**src/rtl/wave_gen_pkg.sv**
```systemverilog
// Shared definitions for the wave_gen block: mode encodings and default sizes.
package wave_gen_pkg;

   typedef enum logic [1:0] {
      MODE_TRI  = 2'b00,
      MODE_SAW  = 2'b01,
      MODE_SQR  = 2'b10,
      MODE_HOLD = 2'b11
   } mode_e;

   localparam int WIDTH_DEF = 8;
   localparam int DIV_W_DEF = 24;

endpackage

```
**src/rtl/wave_gen_prescaler.sv**
```systemverilog
// wave_gen_prescaler: terminal-count divider. tick is a combinational strobe,
// high in the cycle the counter equals div, so the consumer registers its update on that edge.
module wave_gen_prescaler
   import wave_gen_pkg::*;
#(
   parameter int DIV_W = DIV_W_DEF
) (
   input  logic             cclk,
   input  logic             rstb,
   input  logic             enable,
   input  logic [DIV_W-1:0] div,
   output logic             tick
);

   logic [DIV_W-1:0] cnt_r;

   // A counter above a freshly lowered div simply runs on through all-ones and wraps to zero.
   assign tick = enable & (cnt_r == div);

   // Prescaler counter: cleared by reset, by disable and on terminal count.
   always_ff @(posedge cclk) begin
      if (!rstb) begin
         cnt_r <= {DIV_W{1'b0}};
      end else if (!enable) begin
         cnt_r <= {DIV_W{1'b0}};
      end else if (tick) begin
         cnt_r <= {DIV_W{1'b0}};
      end else begin
         cnt_r <= cnt_r + {{(DIV_W-1){1'b0}}, 1'b1};
      end
   end

endmodule

```
**src/rtl/wave_gen.sv**
```systemverilog
// wave_gen: prescaled triangle / sawtooth / square waveform generator (motor velocity command).
// Square mode is built only when WAVE_GEN_SQUARE_EN is defined; otherwise mode 10 runs triangle.
module wave_gen
   import wave_gen_pkg::*;
#(
   parameter int WIDTH = WIDTH_DEF,
   parameter int DIV_W = DIV_W_DEF
) (
   input  logic             cclk,
   input  logic             rstb,
   input  logic             enable,
   input  logic [1:0]       mode,
   input  logic [DIV_W-1:0] div,
   input  logic [WIDTH-2:0] step,
   output logic [WIDTH-1:0] wave,
   output logic             dir,
   output logic             tick,
   output logic             wrap
);

   localparam int MAX_I = (2 ** (WIDTH - 1)) - 1;
   localparam int MIN_I = -(2 ** (WIDTH - 1));
   localparam logic signed [WIDTH:0] MAX_X = (WIDTH + 1)'(MAX_I);
   localparam logic signed [WIDTH:0] MIN_X = (WIDTH + 1)'(MIN_I);
   localparam logic [WIDTH-1:0]      MAX_W = WIDTH'(MAX_I);
   localparam logic [WIDTH-1:0]      MIN_W = WIDTH'(MIN_I);

   logic                    pre_tick_s;
   mode_e                   mode_s;
   logic [WIDTH-1:0]        wave_r;
   logic                    dir_r;
   logic                    tick_r;
   logic                    wrap_r;
   logic signed [WIDTH:0]   wave_x_s;
   logic signed [WIDTH:0]   step_x_s;
   logic signed [WIDTH:0]   sum_s;
   logic signed [WIDTH:0]   diff_s;
   logic [WIDTH-1:0]        tri_wave_s;
   logic                    tri_dir_s;
   logic                    tri_wrap_s;
   logic [WIDTH-1:0]        wave_nx_s;
   logic                    dir_nx_s;
   logic                    wrap_nx_s;

   wave_gen_prescaler #(
      .DIV_W (DIV_W)
   ) u_prescaler (
      .cclk   (cclk),
      .rstb   (rstb),
      .enable (enable),
      .div    (div),
      .tick   (pre_tick_s)
   );

   assign mode_s = mode_e'(mode);

   // One guard bit keeps wave +/- step exact so clamping sees the true result.
   assign wave_x_s = $signed({wave_r[WIDTH-1], wave_r});
   assign step_x_s = $signed({2'b00, step});
   assign sum_s    = wave_x_s + step_x_s;
   assign diff_s   = wave_x_s - step_x_s;

   // Triangle next state: clamp at the rails and reverse direction there.
   always_comb begin
      tri_wave_s = wave_r;
      tri_dir_s  = dir_r;
      tri_wrap_s = 1'b0;
      if (dir_r) begin
         if (sum_s >= MAX_X) begin
            tri_wave_s = MAX_W;
            tri_dir_s  = 1'b0;
         end else begin
            tri_wave_s = sum_s[WIDTH-1:0];
         end
      end else begin
         if (diff_s <= MIN_X) begin
            tri_wave_s = MIN_W;
            tri_dir_s  = 1'b1;
            tri_wrap_s = 1'b1;
         end else begin
            tri_wave_s = diff_s[WIDTH-1:0];
         end
      end
   end

   // Mode select for the value loaded on the next tick.
   always_comb begin
      wave_nx_s = wave_r;
      dir_nx_s  = dir_r;
      wrap_nx_s = 1'b0;
      case (mode_s)
         MODE_TRI: begin
            wave_nx_s = tri_wave_s;
            dir_nx_s  = tri_dir_s;
            wrap_nx_s = tri_wrap_s;
         end
         MODE_SAW: begin
            dir_nx_s = 1'b1;
            if (sum_s > MAX_X) begin
               wave_nx_s = MIN_W;
               wrap_nx_s = 1'b1;
            end else begin
               wave_nx_s = sum_s[WIDTH-1:0];
            end
         end
         MODE_SQR: begin
`ifdef WAVE_GEN_SQUARE_EN
            wave_nx_s = dir_r ? MAX_W : MIN_W;
            dir_nx_s  = ~dir_r;
            wrap_nx_s = ~dir_r;
`else
            wave_nx_s = tri_wave_s;
            dir_nx_s  = tri_dir_s;
            wrap_nx_s = tri_wrap_s;
`endif
         end
         MODE_HOLD: begin
            wave_nx_s = wave_r;
            dir_nx_s  = dir_r;
            wrap_nx_s = 1'b0;
         end
         default: begin
            wave_nx_s = wave_r;
            dir_nx_s  = dir_r;
            wrap_nx_s = 1'b0;
         end
      endcase
   end

   // Output registers: waveform, direction and pulses all load on the tick edge.
   always_ff @(posedge cclk) begin
      if (!rstb) begin
         wave_r <= {WIDTH{1'b0}};
         dir_r  <= 1'b1;
         tick_r <= 1'b0;
         wrap_r <= 1'b0;
      end else if (pre_tick_s) begin
         wave_r <= wave_nx_s;
         dir_r  <= dir_nx_s;
         tick_r <= 1'b1;
         wrap_r <= wrap_nx_s;
      end else begin
         tick_r <= 1'b0;
         wrap_r <= 1'b0;
      end
   end

   assign wave = wave_r;
   assign dir  = dir_r;
   assign tick = tick_r;
   assign wrap = wrap_r;

endmodule

```
**config.mk**
```make
export PLATFORM = sky130hd
export DESIGN_NAME = wave_gen
export DESIGN_NICKNAME = d
export VERILOG_FILES = /design/src/rtl/wave_gen_pkg.sv /design/src/rtl/wave_gen_prescaler.sv /design/src/rtl/wave_gen.sv
export SDC_FILE = /design/constraint.sdc
export NUM_CORES = 1
export LEC_CHECK = 0
export BUFFER_PORTS_ARGS = -buffer_cell sky130_fd_sc_hd__buf_2
export CAP_MARGIN = 10
export CORE_MARGIN = 5
export CORE_UTILIZATION = 45
export CTS_CLUSTER_DIAMETER = 30
export CTS_CLUSTER_SIZE = 10
export DETAILED_ROUTE_END_ITERATION = 7
export GPL_TIMING_DRIVEN = 0
export PLACE_DENSITY = 0.63
export SYNTH_ARGS = -nofsm -noshare
export SYNTH_HDL_FRONTEND = slang
export SYNTH_HIERARCHICAL = 1
export SYNTH_SLANG_ARGS = --single-unit
```
**constraint.sdc**
```tcl
create_clock -name cclk -period 3.7 [get_ports cclk]
set_input_delay 0.555 -clock cclk [delete_from_list [all_inputs] [get_ports cclk]]
set_output_delay 0.555 -clock cclk [all_outputs]
set_load 0.1 [all_outputs]
```
==> out/metrics.cfg <==
[status]
status=finished, final reports clean

[placement]
dp_slack_ps=594
dp_hpwl_microns=4990
gp_congestion=0.820
portBuffers=45

[floorplanning]
core_area_sq_um=5920
row_count=28
dieArea_sq_um=7720
start_util_pct=46.1
die_x_microns=87.9
io_pins=47
dieHeight_microns=87.9

[logic_synthesis]
ys_ff_latch=35
yosys.cell_count.top_type=nor2_1
syn_avg_cell_area_sq_um=8.17
ys_async_sr_fraction_pct=0
yosysSeqAreaShare_pct=25.7
synth_largest_area_cell=dfxtp_1
yosysWarnings=6
synth_top_flop_cell=dfxtp_1
synth_fp_nets=387
syn_area_sq_um=2730
netlist_top_cells_count=nor2_1 (40), xor2_1 (36), dfxtp_1 (35)
netlist.area_leader.share_pct=25.7
netlist_instances=334
synth.area.top_cells=dfxtp_1 (26%), xor2_1 (12%), ha_1 (6.9%), xnor2_1 (5.8%), nor2_1 (5.5%)
synth.distinct_cells=67
synth_edf_count=0

[clock_network]
insertion_delay_ps=280
clockBufferDepth=2
clk_pin_slew_worst_paths_ps=70
cts_tree=yes
clockRootBuffer=clkbuf_8
cts_hold_buf=0
post_cts_buffers=0
cts_resized=0
cts_buffers=5
htree_levels=2
clkSinkCount=35

[setup_path]
cp.arrival_ps=3070
critical_path.max_fanout=9
ff2ff_path_depth=11
required_ps=3880
end_kind=flop
cp-start-kind=flop
criticalPathCategory=reg -> reg

[route]
vias=2457
ant_nets=0
drt-pass1-iter-count=4
drc=0
routed_wl_microns=6300
drt_iter0_drc=158
drt-wirelength-per-cell_microns=13.6
vias_per_cell=5.32

[sta]
tns_ps=0
min_period_ps=2890
worst_slack_ps=808
fmax_mhz=346
fin_crit_sh_pct=78.2
rsz0062_at_grt=no
hold_ws_ps=488
hold_viol=0
slew_headroom_pct=43.8
finalSetupViolations=0
finalMaxSlewViolations=0
max_slew.worst_pin.slew_ps=836
worst_clock_skew_ps=2.70

[grt]
grt_first_pass_wirelength_microns=10600
track_usage_pct=17.1
antenna_found_initial=0
grt-ovfl-total=0
grt_max_degree=12
first_global_vias=2350

[finish]
drive_gt1_share_pct=22.0
syn2layout_area_growth_pct=16.0
final_net_count=439
n_fill_cell=587
post-route-util_pct=53.5
n_antenna_cell=0

[power_and_ir_drop]
peakVddDrop_uv=236
power_density_nw_per_um2=264
p_leak_nw=1.36
finalPower_mw=0.835

[job]
cap_violations=0

[min_path]
whs_path_depth=1
min_path_type=reg -> reg

-- worst max-delay path, cell delays in order (launching register included) --
cell,delay [ps]
dfxtp_1,410
inv_1,60
ha_1,210
fa_1,410
inv_1,90
a21oi_2,90
o211ai_2,180
xnor2_1,100
or4_4,570
a31oi_4,330
o221ai_2,130
a32o_1,210
-- kinds of logic (layout without fill, tap and decap cells) --
| family | after synthesis | count (layout) | synth area share [%] |
|---|---|---|---|
| and+or+nand+nor | 132 | 132 | 24.9 |
| AOI/OAI and AO/OA | 62 | 62 | 17.3 |
| xor gates and xnor gates | 54 | 54 | 17.3 |
| DFF | 35 | 35 | 25.7 |
| buffers and inverters | 34 | 87 | 6.46 |
| adders and majority gates | 17 | 17 | 8.34 |
-- path summary, 6_finish.rpt --
path / from / to / slack (ps)
setup reg to reg: wave[0] / wave[2] / 810
hold reg to reg: u_prescaler/cnt_r[0] / u_prescaler/cnt_r[0] / 490
hold / removal: u_prescaler/cnt_r[0] / u_prescaler/cnt_r[0] / 490
setup / recovery: wave[0] / wave[2] / 810
-- through the flow --
step,std cells,area [sq um]
detailed placement,454,3050
global route,462,3170
finish,462,3170
CTS,462,3170
global placement,454,3050
floorplan,334,2730
-- power breakdown --
part           total (mW)  leakage [nW]  switching, mW  internal (mW)
sequential          0.379         0.282        0.00128          0.378
clock               0.353        0.0612          0.135          0.218
combinational       0.103          1.02         0.0536         0.0491
-- layer usage --
metal  share of wire (%)  wire length, microns  vias up  global-route usage, %
met5                   0                     0        -                      0
met4                0.51                    32        0                   3.77
met3                 4.9                   310        4                   3.39
met2                  46                  2880       54                   27.9
met1                  49                  3070     1139                   23.3
li1                    -                     -     1260                      -
-- layout make-up --
| class | count | area, sq um | area share [%] |
|---|---|---|---|
| Multi-Input combinational cell | 265 | 1850 | 58.5 |
| Clock buffer | 6 | 82.6 | 2.61 |
| Tap cell | 75 | 93.8 | 2.96 |
| Inverter | 21 | 78.8 | 2.49 |
| Buffer | 13 | 97.6 | 3.08 |
| Clock inverter | 2 | 35.0 | 1.11 |
| Sequential cell | 35 | 701 | 22.1 |
| Timing Repair Buffer | 45 | 225 | 7.11 |
-- state kept, by name, summed over array words and instances (netlist names) --
name and count:
dir 1, tick 1, u_prescaler/cnt_r 24, wave 8
wrap 1
-- placed cells by master, fill, tap and decap left out, drive strengths merged, types with 4 or more instances in the layout --
master,instances
a21oi,14
a31oi,4
and2,4
buf,53
clkbuf,11
dfxtp,35
ha,15
inv,20
nand2,19
nand2b,4
nand3,15
nand4,8
nor2,46
nor3,10
nor4,4
o21a,4
o21ai,11
or3,4
xnor2,18
xor2,36
Note: power is estimated with default switching activity, not from simulation.
